### config.mk
export PLATFORM = sky130hd
export DESIGN_NAME = mem_arbiter_flat
export DESIGN_NICKNAME = d
export VERILOG_FILES = /design/src/rtl/mem_arbiter_if.sv /design/src/rtl/mem_arbiter.sv /design/src/flat_wrapper.sv
export SDC_FILE = /design/constraint.sdc
export NUM_CORES = 1
export LEC_CHECK = 0
export BUFFER_PORTS_ARGS = -buffer_cell sky130_fd_sc_hd__buf_2
export CORE_AREA = 2 2 155 157
export DETAILED_ROUTE_END_ITERATION = 8
export DIE_AREA = 0 0 157 159
export SYNTH_ARGS = -nofsm -noshare
export SYNTH_HDL_FRONTEND = slang
export SYNTH_SLANG_ARGS = --single-unit
### constraint.sdc
create_clock -name clk -period 1.3 [get_ports clk]
set_clock_uncertainty 0.2 [all_clocks]
set_input_delay 0.195 -clock clk [delete_from_list [all_inputs] [get_ports clk]]
set_output_delay 0.195 -clock clk [all_outputs]
set_load 0.01 [all_outputs]
### src/rtl/mem_arbiter_if.sv
// Request/response bundle joining the fetch and data requesters, the arbiter and the memory port.
// slave = arbiter side, master = requesters plus memory side.
interface mem_arbiter_if #(
  parameter int ADDR_WIDTH = 16,
  parameter int DATA_WIDTH = 64
);
  localparam int MASK_WIDTH = DATA_WIDTH / 8;

  logic                  i_valid;
  logic                  i_ready;
  logic [ADDR_WIDTH-1:0] i_addr;
  logic                  i_rvalid;
  logic [DATA_WIDTH-1:0] i_rdata;

  logic                  d_valid;
  logic                  d_ready;
  logic                  d_wen;
  logic [ADDR_WIDTH-1:0] d_addr;
  logic [DATA_WIDTH-1:0] d_wdata;
  logic [MASK_WIDTH-1:0] d_wmask;
  logic                  d_rvalid;
  logic [DATA_WIDTH-1:0] d_rdata;

  logic                  mem_valid;
  logic                  mem_wen;
  logic [ADDR_WIDTH-1:0] mem_addr;
  logic [DATA_WIDTH-1:0] mem_wdata;
  logic [MASK_WIDTH-1:0] mem_wmask;
  logic                  mem_rvalid;
  logic [DATA_WIDTH-1:0] mem_rdata;

  modport slave (
    input  i_valid, i_addr,
    input  d_valid, d_wen, d_addr, d_wdata, d_wmask,
    input  mem_rvalid, mem_rdata,
    output i_ready, i_rvalid, i_rdata,
    output d_ready, d_rvalid, d_rdata,
    output mem_valid, mem_wen, mem_addr, mem_wdata, mem_wmask
  );

  modport master (
    output i_valid, i_addr,
    output d_valid, d_wen, d_addr, d_wdata, d_wmask,
    output mem_rvalid, mem_rdata,
    input  i_ready, i_rvalid, i_rdata,
    input  d_ready, d_rvalid, d_rdata,
    input  mem_valid, mem_wen, mem_addr, mem_wdata, mem_wmask
  );
endinterface

### src/rtl/mem_arbiter.sv
// Fetch/data arbiter in front of a single-port memory with a fixed one-cycle response.
// Define MEM_ARBITER_ROUND_ROBIN_EN for round-robin on conflicts; default is fixed priority D over I.
module mem_arbiter #(
  parameter int ADDR_WIDTH = 16,
  parameter int DATA_WIDTH = 64
) (
  input logic          clk,
  input logic          rst,
  mem_arbiter_if.slave bus
);
  localparam int MASK_WIDTH = DATA_WIDTH / 8;

  typedef enum logic {
    IDLE = 1'b0,
    BUSY = 1'b1
  } state_t;

  typedef enum logic {
    OWN_I = 1'b0,
    OWN_D = 1'b1
  } owner_t;

  state_t r_state;
  owner_t r_owner;

  logic                  w_free;
  logic                  w_conflict;
  owner_t                w_winner;
  logic                  w_grant_i;
  logic                  w_grant_d;
  logic                  w_wen;
  logic [ADDR_WIDTH-1:0] w_addr;
  logic [DATA_WIDTH-1:0] w_wdata;
  logic [MASK_WIDTH-1:0] w_wmask;

`ifdef MEM_ARBITER_ROUND_ROBIN_EN
  owner_t r_rr_next;
`endif

  // The slot opens either when nothing is outstanding or as the outstanding response returns.
  assign w_free     = !rst && ((r_state == IDLE) || bus.mem_rvalid);
  assign w_conflict = bus.i_valid && bus.d_valid;

  always_comb begin
    w_winner = OWN_I;
    if (w_conflict) begin
`ifdef MEM_ARBITER_ROUND_ROBIN_EN
      w_winner = r_rr_next;
`else
      w_winner = OWN_D;
`endif
    end else if (bus.d_valid) begin
      w_winner = OWN_D;
    end
  end

  assign w_grant_d = w_free && bus.d_valid && (w_winner == OWN_D);
  assign w_grant_i = w_free && bus.i_valid && (w_winner == OWN_I);

  always_comb begin
    w_wen   = 1'b0;
    w_addr  = '0;
    w_wdata = '0;
    w_wmask = '0;
    if (w_grant_d) begin
      w_wen   = bus.d_wen;
      w_addr  = bus.d_addr;
      w_wdata = bus.d_wdata;
      w_wmask = bus.d_wmask;
    end else if (w_grant_i) begin
      w_addr  = bus.i_addr;
    end
  end

  assign bus.i_ready   = w_grant_i;
  assign bus.d_ready   = w_grant_d;
  assign bus.mem_valid = w_grant_i || w_grant_d;
  assign bus.mem_wen   = w_wen;
  assign bus.mem_addr  = w_addr;
  assign bus.mem_wdata = w_wdata;
  assign bus.mem_wmask = w_wmask;

  // Responses route by the recorded owner; a stray mem_rvalid while IDLE reaches nobody.
  assign bus.i_rvalid = bus.mem_rvalid && (r_state == BUSY) && (r_owner == OWN_I);
  assign bus.d_rvalid = bus.mem_rvalid && (r_state == BUSY) && (r_owner == OWN_D);
  assign bus.i_rdata  = bus.mem_rdata;
  assign bus.d_rdata  = bus.mem_rdata;

  always_ff @(posedge clk or posedge rst) begin
    if (rst) begin
      r_state <= IDLE;
      r_owner <= OWN_I;
    end else if (w_free) begin
      if (w_grant_i || w_grant_d) begin
        r_state <= BUSY;
        r_owner <= w_grant_d ? OWN_D : OWN_I;
      end else begin
        r_state <= IDLE;
      end
    end
  end

`ifdef MEM_ARBITER_ROUND_ROBIN_EN
  // Only a contested grant moves the pointer; the loser is favoured next time.
  always_ff @(posedge clk or posedge rst) begin
    if (rst) begin
      r_rr_next <= OWN_D;
    end else if (w_free && w_conflict) begin
      r_rr_next <= (w_winner == OWN_D) ? OWN_I : OWN_D;
    end
  end
`endif

endmodule

### src/flat_wrapper.sv
// flat-port wrapper written by rule: the top's interface ports become plain ports
module mem_arbiter_flat 
#(
  parameter int ADDR_WIDTH = 16,
  parameter int DATA_WIDTH = 64
)
  (clk, rst, bus_i_valid, bus_i_addr, bus_d_valid, bus_d_wen, bus_d_addr, bus_d_wdata, bus_d_wmask, bus_mem_rvalid, bus_mem_rdata, bus_i_ready, bus_i_rvalid, bus_i_rdata, bus_d_ready, bus_d_rvalid, bus_d_rdata, bus_mem_valid, bus_mem_wen, bus_mem_addr, bus_mem_wdata, bus_mem_wmask);
  mem_arbiter_if #(.ADDR_WIDTH(ADDR_WIDTH), .DATA_WIDTH(DATA_WIDTH)) bus_i ();
  input logic clk;
  input logic rst;
  input wire logic [$bits(bus_i.i_valid)-1:0] bus_i_valid;
  input wire logic [$bits(bus_i.i_addr)-1:0] bus_i_addr;
  input wire logic [$bits(bus_i.d_valid)-1:0] bus_d_valid;
  input wire logic [$bits(bus_i.d_wen)-1:0] bus_d_wen;
  input wire logic [$bits(bus_i.d_addr)-1:0] bus_d_addr;
  input wire logic [$bits(bus_i.d_wdata)-1:0] bus_d_wdata;
  input wire logic [$bits(bus_i.d_wmask)-1:0] bus_d_wmask;
  input wire logic [$bits(bus_i.mem_rvalid)-1:0] bus_mem_rvalid;
  input wire logic [$bits(bus_i.mem_rdata)-1:0] bus_mem_rdata;
  output wire logic [$bits(bus_i.i_ready)-1:0] bus_i_ready;
  output wire logic [$bits(bus_i.i_rvalid)-1:0] bus_i_rvalid;
  output wire logic [$bits(bus_i.i_rdata)-1:0] bus_i_rdata;
  output wire logic [$bits(bus_i.d_ready)-1:0] bus_d_ready;
  output wire logic [$bits(bus_i.d_rvalid)-1:0] bus_d_rvalid;
  output wire logic [$bits(bus_i.d_rdata)-1:0] bus_d_rdata;
  output wire logic [$bits(bus_i.mem_valid)-1:0] bus_mem_valid;
  output wire logic [$bits(bus_i.mem_wen)-1:0] bus_mem_wen;
  output wire logic [$bits(bus_i.mem_addr)-1:0] bus_mem_addr;
  output wire logic [$bits(bus_i.mem_wdata)-1:0] bus_mem_wdata;
  output wire logic [$bits(bus_i.mem_wmask)-1:0] bus_mem_wmask;
  assign bus_i.i_valid = bus_i_valid;
  assign bus_i.i_addr = bus_i_addr;
  assign bus_i.d_valid = bus_d_valid;
  assign bus_i.d_wen = bus_d_wen;
  assign bus_i.d_addr = bus_d_addr;
  assign bus_i.d_wdata = bus_d_wdata;
  assign bus_i.d_wmask = bus_d_wmask;
  assign bus_i.mem_rvalid = bus_mem_rvalid;
  assign bus_i.mem_rdata = bus_mem_rdata;
  assign bus_i_ready = bus_i.i_ready;
  assign bus_i_rvalid = bus_i.i_rvalid;
  assign bus_i_rdata = bus_i.i_rdata;
  assign bus_d_ready = bus_i.d_ready;
  assign bus_d_rvalid = bus_i.d_rvalid;
  assign bus_d_rdata = bus_i.d_rdata;
  assign bus_mem_valid = bus_i.mem_valid;
  assign bus_mem_wen = bus_i.mem_wen;
  assign bus_mem_addr = bus_i.mem_addr;
  assign bus_mem_wdata = bus_i.mem_wdata;
  assign bus_mem_wmask = bus_i.mem_wmask;
  mem_arbiter #(.ADDR_WIDTH(ADDR_WIDTH), .DATA_WIDTH(DATA_WIDTH)) u_core (.clk(clk), .rst(rst), .bus(bus_i));
endmodule
==> results.md <==
- Final setup viols: 95
- Clock Pin Slew Worst Setup and Hold Paths: 0.03 ns
- Post-route ant nets: 0
- Clock share of power: 0.305
- Synthesized cell area: 1842 um^2
- HP Class: in2reg
- Syn Nets: 438
- CTS tree: yes
- Power per cell area: 447.2 nW/um^2
- H-tree depth: 1
- Run status: finished with violations
- Gr ovfl total: 0
- CP required: 0.90 ns
- CTS buffer count: 3
- CTS Buffer Depth: 2
- Net Switching: 497.4 uW
- Gpl congestion: 0.7064
- Via Count: 1975
- Switching Fraction: 0.3175
- Max Freq: 539.4 MHz
- # rows: 56
- WL final: 8842 um
- Final WS setup: -0.5539 ns
- Worst vdd ir: 552.1 uV
- TritonRoute pass-1 iters: 4
- Max-cap violations: 0
- Share of Yosys cell area claimed by the top area cell type: 0.5258
- RSZ-0062 raised after global routing: yes
- Ys Warns: 0
- CP Launch Type: flip-flop
- CP Max Fanout: 11
- Area leader, netlist: buf_4
- Die area: 24960 um^2
- Final Power: 1.567 mW
- Placed Cells: 655
- Most common cell after layout, fill and taps aside: buf_2
- Initial antenna violation count: 0
- Min Hold Slack: 0.04504 ns
- Comb pwr share: 0.644
- P_leak: 1.695 nW
- Library cells used by synthesis: 18
- Sequential share of the synthesized area: 0.02717
- Initial Utilization: 0.07941
- Final worst path period need: 1.854 ns
- Rel. slew slack: 0.7867
- Slowest CP cell: dfrtp_1
- CTS Root Cell: clkbuf_16
- Vias in the first global route: 1787
- Most frequent cells in the layout: buf_2, buf_6, and2_4, nor2_4, a22oi_1
- Failing checks: negative setup slack
- WP data arrival: 1.46 ns
- Post-Place Setup Slack: -0.3395 ns
- Worst-margin pin slew: 0.3199 ns
- First-pass GRT wire length: 10650 um
- Final nets: 531
- Largest net degree at the start of global routing: 33
- Pint: 1.069 mW
- Slowest stage delay, CP: 0.39 ns
- Fin crit share: 1.426
- DP HPWL: 6086 um
- Critical Setup Path Class: reg2out
- Sink Count: 2
- Initial drt markers: 61
- Largest cells by area after synthesis: buf_4, and2_1, a22oi_1, nor2_1, buf_6
- Area Growth Syn to Fin: 90.22%
- #FFs+latches synth: 2
- Non-filler cells in the finished layout: 674
- Worst-case reg-to-reg path depth: 7
- Share of layout cells above drive strength 1: 0.9211
- Wirelength per Cell: 13.12 um
- Mean Syn Cell Area: 6.976 um^2
- DIE HEIGHT: 159 um
- CP Cell Sequence: nand2b_4, and3_4, buf_4, buf_12, and2_4, buf_2
- Port bufs: 203
- Hold Path Stages: 3
- Drt drc: 0
- Vias per inst: 2.930
- Crit end category: output pin
- Sequential share of power: 0.050
- Antenna cells: 0
- # IOs: 396
- Final Hold Fails: 0
- Fin. max-slew vios: 0
- Die Width: 157 um
- Core area: 23190 um^2
- Gate Count Post-Synth: 264
- Clock Latency Late Sink: 0.23 ns
- GRT Overall Usage: 0.05635
-- worst max-delay path: cells and delay by family, from the launching register on --
family,cells,cell delay (ns)
buf+inv,3,0.43
flops,1,0.39
simple gates,3,0.41
-- flip-flops by register name, indices dropped and copies added (netlist names) --
register,flops
u_core.r_state,1
u_core.r_owner,1
-- power by group through the flow --
stage	clock network [mW]	logic [mW]	registers (mW)
2_1_floorplan	0	0.742	0.0783
3_3_place_gp	0	0.641	0.0792
3_5_place_dp	0	0.652	0.0800
4_1_cts	0.485	0.813	0.0795
5_1_grt	0.491	1.08	0.0803
6_report	0.478	1.01	0.0791
-- cell families (layout without fill, tap and decap cells) --
kind of cell | count (synthesis) | after routing | share of synthesized area
buffers and inverters | 143 | 234 | 0.5822
DFF | 2 | 2 | 0.02717
AOI/OAI and AO/OA | 19 | 19 | 0.07473
and+or+nand+nor | 100 | 100 | 0.3159
-- Yosys cell counts --
cell	count
nand3_1	1
and3_1	1
a22oi_1	16
and2_1	73
dfrtp_1	2
buf_1	1
nand2_1	2
nor2b_1	1
inv_1	2
nor2_1	20
nand2b_4	1
buf_4	129
buf_2	3
and3_4	1
clkbuf_2	2
o21ai_0	2
a21o_1	1
buf_6	6
-- metrics by stage --
stage | instance area [um^2] | util | setup TNS [ns]
4_1_cts | 3000 | 0.1294 | -47.03
5_1_grt | 3503 | 0.1511 | -52.33
6_report | 3503 | 0.1511 | -47.20
3_3_place_gp | 2480 | 0.1069 | -22.66
3_5_place_dp | 2480 | 0.1069 | -25.28
2_1_floorplan | 2048 | - | -9.522
-- per-layer routing --
metal  GRT usage  part of all wire  up-vias
met5     0.04365             0.016        -
met4     0.01209            0.0088        6
met3     0.04518              0.17       15
met2     0.07795              0.41      242
met1     0.06381              0.39      838
li1            -                 -      874
-- worst paths after layout --
check                               start                end  slack, ns
max in group asynchronous             rst     u_core.r_owner       0.40
hold reg to reg            u_core.r_owner     u_core.r_owner       0.33
min in group asynchronous             rst     u_core.r_state       0.37
hold / removal                        rst     u_core.r_state       0.05
setup reg to reg           u_core.r_state     u_core.r_owner      -0.14
setup / recovery           u_core.r_state  bus_mem_wdata[44]      -0.55
-- cell type report --
| class | count | area [um^2] |
|---|---|---|
| Clock buffer | 3 | 75.07 |
| Fill cell | 2609 | 19690 |
| Inverter | 2 | 7.507 |
| Multi-Input combinational cell | 119 | 1064 |
| Sequential cell | 2 | 50.05 |
| Tap cell | 319 | 399.1 |
| Timing Repair Buffer | 229 | 1908 |
-- what timing repair did --
action | 4_1_cts | 5_1_grt
hold buffers | 2 | 0
setup endpoints to repair | 94 | 95
setup buffers | 1 | 6
pin swaps | 2 | 39
resized for setup | 59 | 74
cloned | 3 | 5
hold endpoints to repair | 3 | 0
(Power assumes the default switching activity.)
